### src/rtl/axil_wr_arbiter_2x1.sv
// Two-master AXI-Lite write arbiter onto one shared slave write port.
// Round-robin on AW requests, a single transaction in flight at a time.
module axil_wr_arbiter_2x1 #(
    parameter int ADDR_WIDTH = 24,
    parameter int DATA_WIDTH = 32,
    parameter int STRB_WIDTH = DATA_WIDTH / 8
) (
    input  logic                  clk,
    input  logic                  rst,

    input  logic [ADDR_WIDTH-1:0] s0_awaddr,
    input  logic [2:0]            s0_awprot,
    input  logic                  s0_awvalid,
    output logic                  s0_awready,
    input  logic [DATA_WIDTH-1:0] s0_wdata,
    input  logic [STRB_WIDTH-1:0] s0_wstrb,
    input  logic                  s0_wvalid,
    output logic                  s0_wready,
    output logic [1:0]            s0_bresp,
    output logic                  s0_bvalid,
    input  logic                  s0_bready,

    input  logic [ADDR_WIDTH-1:0] s1_awaddr,
    input  logic [2:0]            s1_awprot,
    input  logic                  s1_awvalid,
    output logic                  s1_awready,
    input  logic [DATA_WIDTH-1:0] s1_wdata,
    input  logic [STRB_WIDTH-1:0] s1_wstrb,
    input  logic                  s1_wvalid,
    output logic                  s1_wready,
    output logic [1:0]            s1_bresp,
    output logic                  s1_bvalid,
    input  logic                  s1_bready,

    output logic [ADDR_WIDTH-1:0] m_awaddr,
    output logic [2:0]            m_awprot,
    output logic                  m_awvalid,
    input  logic                  m_awready,
    output logic [DATA_WIDTH-1:0] m_wdata,
    output logic [STRB_WIDTH-1:0] m_wstrb,
    output logic                  m_wvalid,
    input  logic                  m_wready,
    input  logic [1:0]            m_bresp,
    input  logic                  m_bvalid,
    output logic                  m_bready
);

    typedef enum logic [1:0] {IDLE, XFER, RESP} state_t;

    state_t state, state_d;
    logic   grant, grant_d;
    logic   last, last_d;
    logic   aw_done, aw_done_d;
    logic   w_done, w_done_d;

    logic sel_awvalid, sel_wvalid, sel_bready;
    logic aw_hs, w_hs, b_hs;
    logic aw_rdy, w_rdy, b_vld;
    logic in_xfer, in_resp;

    // Payload always follows the grant register; valids gate its meaning.
    assign m_awaddr = grant ? s1_awaddr : s0_awaddr;
    assign m_awprot = grant ? s1_awprot : s0_awprot;
    assign m_wdata  = grant ? s1_wdata  : s0_wdata;
    assign m_wstrb  = grant ? s1_wstrb  : s0_wstrb;

    assign sel_awvalid = grant ? s1_awvalid : s0_awvalid;
    assign sel_wvalid  = grant ? s1_wvalid  : s0_wvalid;
    assign sel_bready  = grant ? s1_bready  : s0_bready;

    assign in_xfer = (state == XFER);
    assign in_resp = (state == RESP);

    assign m_awvalid = in_xfer && !aw_done && sel_awvalid;
    assign m_wvalid  = in_xfer && !w_done && sel_wvalid;
    assign m_bready  = in_resp && sel_bready;

    assign aw_hs = m_awvalid && m_awready;
    assign w_hs  = m_wvalid && m_wready;
    assign b_hs  = m_bvalid && m_bready;

    assign aw_rdy = in_xfer && !aw_done && m_awready;
    assign w_rdy  = in_xfer && !w_done && m_wready;
    assign b_vld  = in_resp && m_bvalid;

    assign s0_awready = aw_rdy && !grant;
    assign s1_awready = aw_rdy && grant;
    assign s0_wready  = w_rdy && !grant;
    assign s1_wready  = w_rdy && grant;
    assign s0_bvalid  = b_vld && !grant;
    assign s1_bvalid  = b_vld && grant;
    assign s0_bresp   = (in_resp && !grant) ? m_bresp : 2'b00;
    assign s1_bresp   = (in_resp && grant) ? m_bresp : 2'b00;

    // last starts at 1 so master 0 wins the first tie after reset.
    always_ff @(posedge clk) begin
        if (rst) begin
            state   <= IDLE;
            grant   <= 1'b0;
            last    <= 1'b1;
            aw_done <= 1'b0;
            w_done  <= 1'b0;
        end else begin
            state   <= state_d;
            grant   <= grant_d;
            last    <= last_d;
            aw_done <= aw_done_d;
            w_done  <= w_done_d;
        end
    end

    always_comb begin
        state_d   = state;
        grant_d   = grant;
        last_d    = last;
        aw_done_d = aw_done;
        w_done_d  = w_done;
        case (state)
            IDLE: begin
                // Only AW valid counts as a request; early W data waits.
                if (s0_awvalid || s1_awvalid) begin
                    grant_d = (s0_awvalid && s1_awvalid) ? ~last : s1_awvalid;
                    state_d = XFER;
                end
            end
            XFER: begin
                aw_done_d = aw_done || aw_hs;
                w_done_d  = w_done || w_hs;
                if (aw_done_d && w_done_d) begin
                    state_d = RESP;
                end
            end
            RESP: begin
                if (b_hs) begin
                    last_d    = grant;
                    aw_done_d = 1'b0;
                    w_done_d  = 1'b0;
                    state_d   = IDLE;
                end
            end
            default: state_d = IDLE;
        endcase
    end

endmodule

### config.mk
export PLATFORM = sky130hd
export DESIGN_NAME = axil_wr_arbiter_2x1
export DESIGN_NICKNAME = d
export VERILOG_FILES = /design/src/rtl/axil_wr_arbiter_2x1.sv
export SDC_FILE = /design/constraint.sdc
export NUM_CORES = 1
export LEC_CHECK = 0
export ABC_AREA = 1
export CAP_MARGIN = 20
export CORE_AREA = 2 2 83 85
export DETAILED_ROUTE_END_ITERATION = 10
export DIE_AREA = 0 0 85 87
export GPL_ROUTABILITY_DRIVEN = 0
export PLACE_DENSITY = 0.84
export SYNTH_ARGS = -nofsm -noshare
export SYNTH_HDL_FRONTEND = slang
export SYNTH_SLANG_ARGS = --single-unit
### constraint.sdc
create_clock -name clk -period 1.7 [get_ports clk]
set_input_delay 0.34 -clock clk [delete_from_list [all_inputs] [get_ports clk]]
set_output_delay 0.34 -clock clk [all_outputs]
set_load 0.01 [all_outputs]
Word-level counts from Yosys, hierarchy flattened:

Cells that the tools add are included.

* register bits after elaboration: 6
* bits in latches: 0
* memory bits (writable): 0
* memory bits (read-only): 0
* output and inout bits: 76
* logic and storage cells: 61
* memories kept: 0

* $add $sub $neg: 0
* multipliers: 0
* div/mod/pow operators: 0
* magnitude comparators: 0
* equality and inequality tests: 5
* shifts and indexed selects: 0
* mux-type cells: 17
* bitwise operators: 1
* reductions and logical operators: 33

Operators by type and width (count)
* $mux W32: 1
* $mux W24: 1
* $logic_and A1 B1 Y1: 21
* $mux W2: 5
* $pmux W2 S3: 1
* $reduce_and A2 Y1: 3
* $mux W1: 5
* $mux W4: 1
* $ne A2 B2 Y1 const B: 2
* $pmux W1 S2: 2
* $logic_not A1 Y1: 3
* $logic_or A1 B1 Y1: 3
* $mux W3: 1
* $reduce_and A3 Y1: 1
* $eq A2 B1 Y1 const B: 1
* $eq A2 B2 Y1 const B: 1
* $logic_not A2 Y1: 1
* $ne A2 B1 Y1 const B: 1
* $reduce_bool A2 Y1: 1
* $not A1 Y1: 1

Logic depth before layout (Yosys ltp):

Gate-level depths: netlist of run 1.

* depth in word-level cells: 8
* mapped depth: 10
* mapped depth without buffers: 9

Worst setup path after synthesis of run 1:

No wires, ideal clock.

* kind: register to output
* start point: reg grant
* end point: out m_awaddr[21]
* data arrival time: 943 ps
* data required time: 1360 ps
* slack: 417 ps
* cell stages (with the launch flop): 6
* buffers on the path: 3
* path through: dfxtp_1 buf_6 buf_2 buf_2 nand2_1 nand2_1

* longest elaborated chain between the ends: 1

RTL lines
* start, declared: line 51 `logic grant, grant_d;`
* start signal, assigned: line 105 `grant <= grant_d;`
* $mux W24: line 62 `assign m_awaddr = grant ? s1_awaddr : s0_awaddr;`
* end, declared: line 35 `output logic [ADDR_WIDTH-1:0] m_awaddr,`

Every way passes these cells.

Final worst setup path of run 1:

* start point: reg grant
* end point: out m_wdata[4]

* longest elaborated chain between the ends: 1

RTL lines
* $mux W32: line 64 `assign m_wdata = grant ? s1_wdata : s0_wdata;`
* end, declared: line 39 `output logic [DATA_WIDTH-1:0] m_wdata,`

Every way passes these cells.

==> flow_summary.yaml, run 1 <==
route:
  wl_per_cell_um: 11.6
  dr.pass1.iters: 4
  avgViaCountPerCell: 4.16
  drc: 0
  wirelength_mm: 6.72
  ant_nets: 0
  drt_iter0_markers: 68
  route.vias.total: 2414
critical_path:
  reg2reg_slack_ps: 320
  ff2ff_path_depth: 11
  startpoint_type: "flop"
  crit_type: "reg -> out"
  cp-end-kind: "primary output"
  r2r_end: "state[1]"
  cp.arrival_ps: 1310
  timing.rr.start: "grant"
  worstPathMaxFanout: 26
  cp_data_required_time_ps: 1360
flow_run:
  maxCapViolCount: 0
synthesis:
  synth_area_um2: 1230
  ys_seq_area_frac: 0.0978
  yosysWarnings: 0
  ys_types: 19
  yosys_register_bits: 6
  synth_cells: 278
  avgSynthCellArea_um2: 4.42
  syn-num-nets: 417
grt:
  grt_pass1_vias: 2314
  gr-usage-all-layers: 0.167
  antenna_found_initial: 0
  grt_pass1_wl_mm: 10.3
  grt_max_degree: 27
  grt-ovfl-total: 0
power:
  max-vdd-ir-drop_v: 0.000201
  p_int_uw: 942
  p_clk_frac: 0.142
  p_switching_uw: 553
  finalPower_mw: 1.49
  p_comb_frac: 0.743
  power.density_nw_per_um2: 418
  switching_share: 0.370
  power_frac_seq: 0.115
  p_leak_nw: 1.87
place:
  detailed_place_hpwl_mm: 5.64
  place_ws_ps: -310
  placement.cell_area_um2: 3590
  io_buffers: 214
final_layout:
  layout-drive-gt1-share: 0.0980
  antenna_cells: 0
  design_area_um2: 3580
  nets: 641
  syn2layout_area_growth_pct: 191
clock_network:
  cts_made_buffers: 3
  clk_pin_slew_worst_paths_ps: 40
  htreeDepth: 1
  cts_tree: "done"
  worstSkewPairLatency_ps: 220
  cts.sinks: 6
  clockBufferDepth: 2
  cts-root-buf: "clkbuf_8"
sta:
  fin_ws_ps: 45.3
  fmax_mhz: 604
  tightestPinTransition_ps: 243
  rsz0062_at_grt: "yes"
  fin_crit_sh: 0.973
  min_period_ps: 1650
  drv_slew: 0
  skew_ps: 3.51
  setup_viol: 0
  relSlewSlack: 0.837
  hold_viol: 0
floorplan:
  die_area_um2: 7400
  ios: 215
  die_x_um: 85
  core_um2: 6570
  die_h_um: 87
  num_rows: 30
  start_util: 0.187
run_status:
  status: "finished clean"
min_path:
  worstHoldPathType: "reg -> reg"
  whs_path_depth: 2
  holdPathEnd: "last"
  worstHoldStart: "last"
## metal layers
layer,global-route usage,part of all wire,up-vias
li1,-,-,1271
met1,0.195,0.39,1033
met2,0.305,0.53,100
met3,0.0341,0.064,10
met4,0.0534,0.018,0
met5,0,0,-
## metrics by stage
stage          utilization  hold slack, ps  TNS [ps]  cells
2_1_floorplan            -             409         0    278
3_3_place_gp         0.547             462     -6970    575
3_5_place_dp         0.547             485     -7810    575
4_1_cts              0.542             493      -703    578
5_1_grt              0.545             546     -12.4    580
6_report             0.545             488         0    580
## cell families after synthesis
family                 count (synthesis)  synth area share
DFF                                    6            0.0978
buffers and inverters                 24            0.0937
AOI/OAI and AO/OA                      7            0.0285
and+or+nand+nor                      241             0.780
## worst max-delay path, stage by stage (launching register included)
cell           delay [ps]
dfxtp_4               390
buf_4                 140
buf_12                150
nand2_1                70
nand2_1                60
dlygate4sd2_1         260
## flip-flops by register name (all words and copies together), names as in the netlist
signal	count
state	2
aw_done	1
grant	1
w_done	1
last	1
## worst max-delay path by stage
| stage | slack [ps] | endpoint | start |
|---|---|---|---|
| 2_1_floorplan | 420 | m_awaddr[21] | grant |
| 3_3_place_gp | -310 | m_bready | s0_bready |
| 3_5_place_dp | -310 | m_bready | s1_bready |
| 4_1_cts | -240 | m_awaddr[14] | grant |
| 5_1_grt | -10 | m_wdata[7] | grant |
| 6_report | 50 | m_wdata[4] | grant |
## power by group through the flow
stage / logic [mW] / clock network [mW] / registers, mW
4_1_cts: 1.10 / 0.215 / 0.174
2_1_floorplan: 0.424 / 0 / 0.165
3_3_place_gp: 1.21 / 0 / 0.172
5_1_grt: 1.22 / 0.229 / 0.173
3_5_place_dp: 1.22 / 0 / 0.173
6_report: 1.11 / 0.212 / 0.172
## cells in the final DEF, fill, tap and decap left out, drive strengths merged
cell             n
dlygate4sd2     50
buf             19
nand3            5
inv              9
nor2            16
clkdlybuf4s50  138
clkdlybuf4s15   12
a21oi            5
dfxtp            6
o21ai            2
dlymetal6s2s     3
nand2          217
and2             3
clkbuf          15
## cell usage after synthesis
cell,instances,share of area
inv_1,7,0.021
nand2_1,215,0.66
and2_1,3,0.015
nor2_2,2,0.010
a21oi_1,5,0.020
dfxtp_1,6,0.098
o21ai_1,1,0.0041
nand3_1,2,0.0081
clkbuf_1,6,0.018
inv_6,1,0.0071
buf_2,7,0.029
o21ai_0,1,0.0041
nand2_2,2,0.010
buf_6,1,0.0092
inv_2,1,0.0031
nor2_1,12,0.037
buf_4,1,0.0061
nor2_4,2,0.018
nand3_2,3,0.024
## timing repair
action	in CTS	in global routing
hold buffers	0	0
gates cloned	0	1
pin swaps	1	0
resized for setup	79	38
setup endpoints to repair	76	26
setup buffers	0	1
## area by class of cell
class	instances	area [um^2]
Sequential cell	6	125
Fill cell	637	2990
Clock buffer	3	41.3
Multi-Input combinational cell	248	1000
Tap cell	80	100
Inverter	9	41.3
Timing Repair Buffer	234	2270
Note: power is estimated with default switching activity, not from simulation.
==> run 2, diff against run 1 <==
Settings changed: ABC_CLOCK_PERIOD_IN_PS set to 1700.
==> results of run 2 <==
Final layout, timing and power as in run 1 (identical DEF).
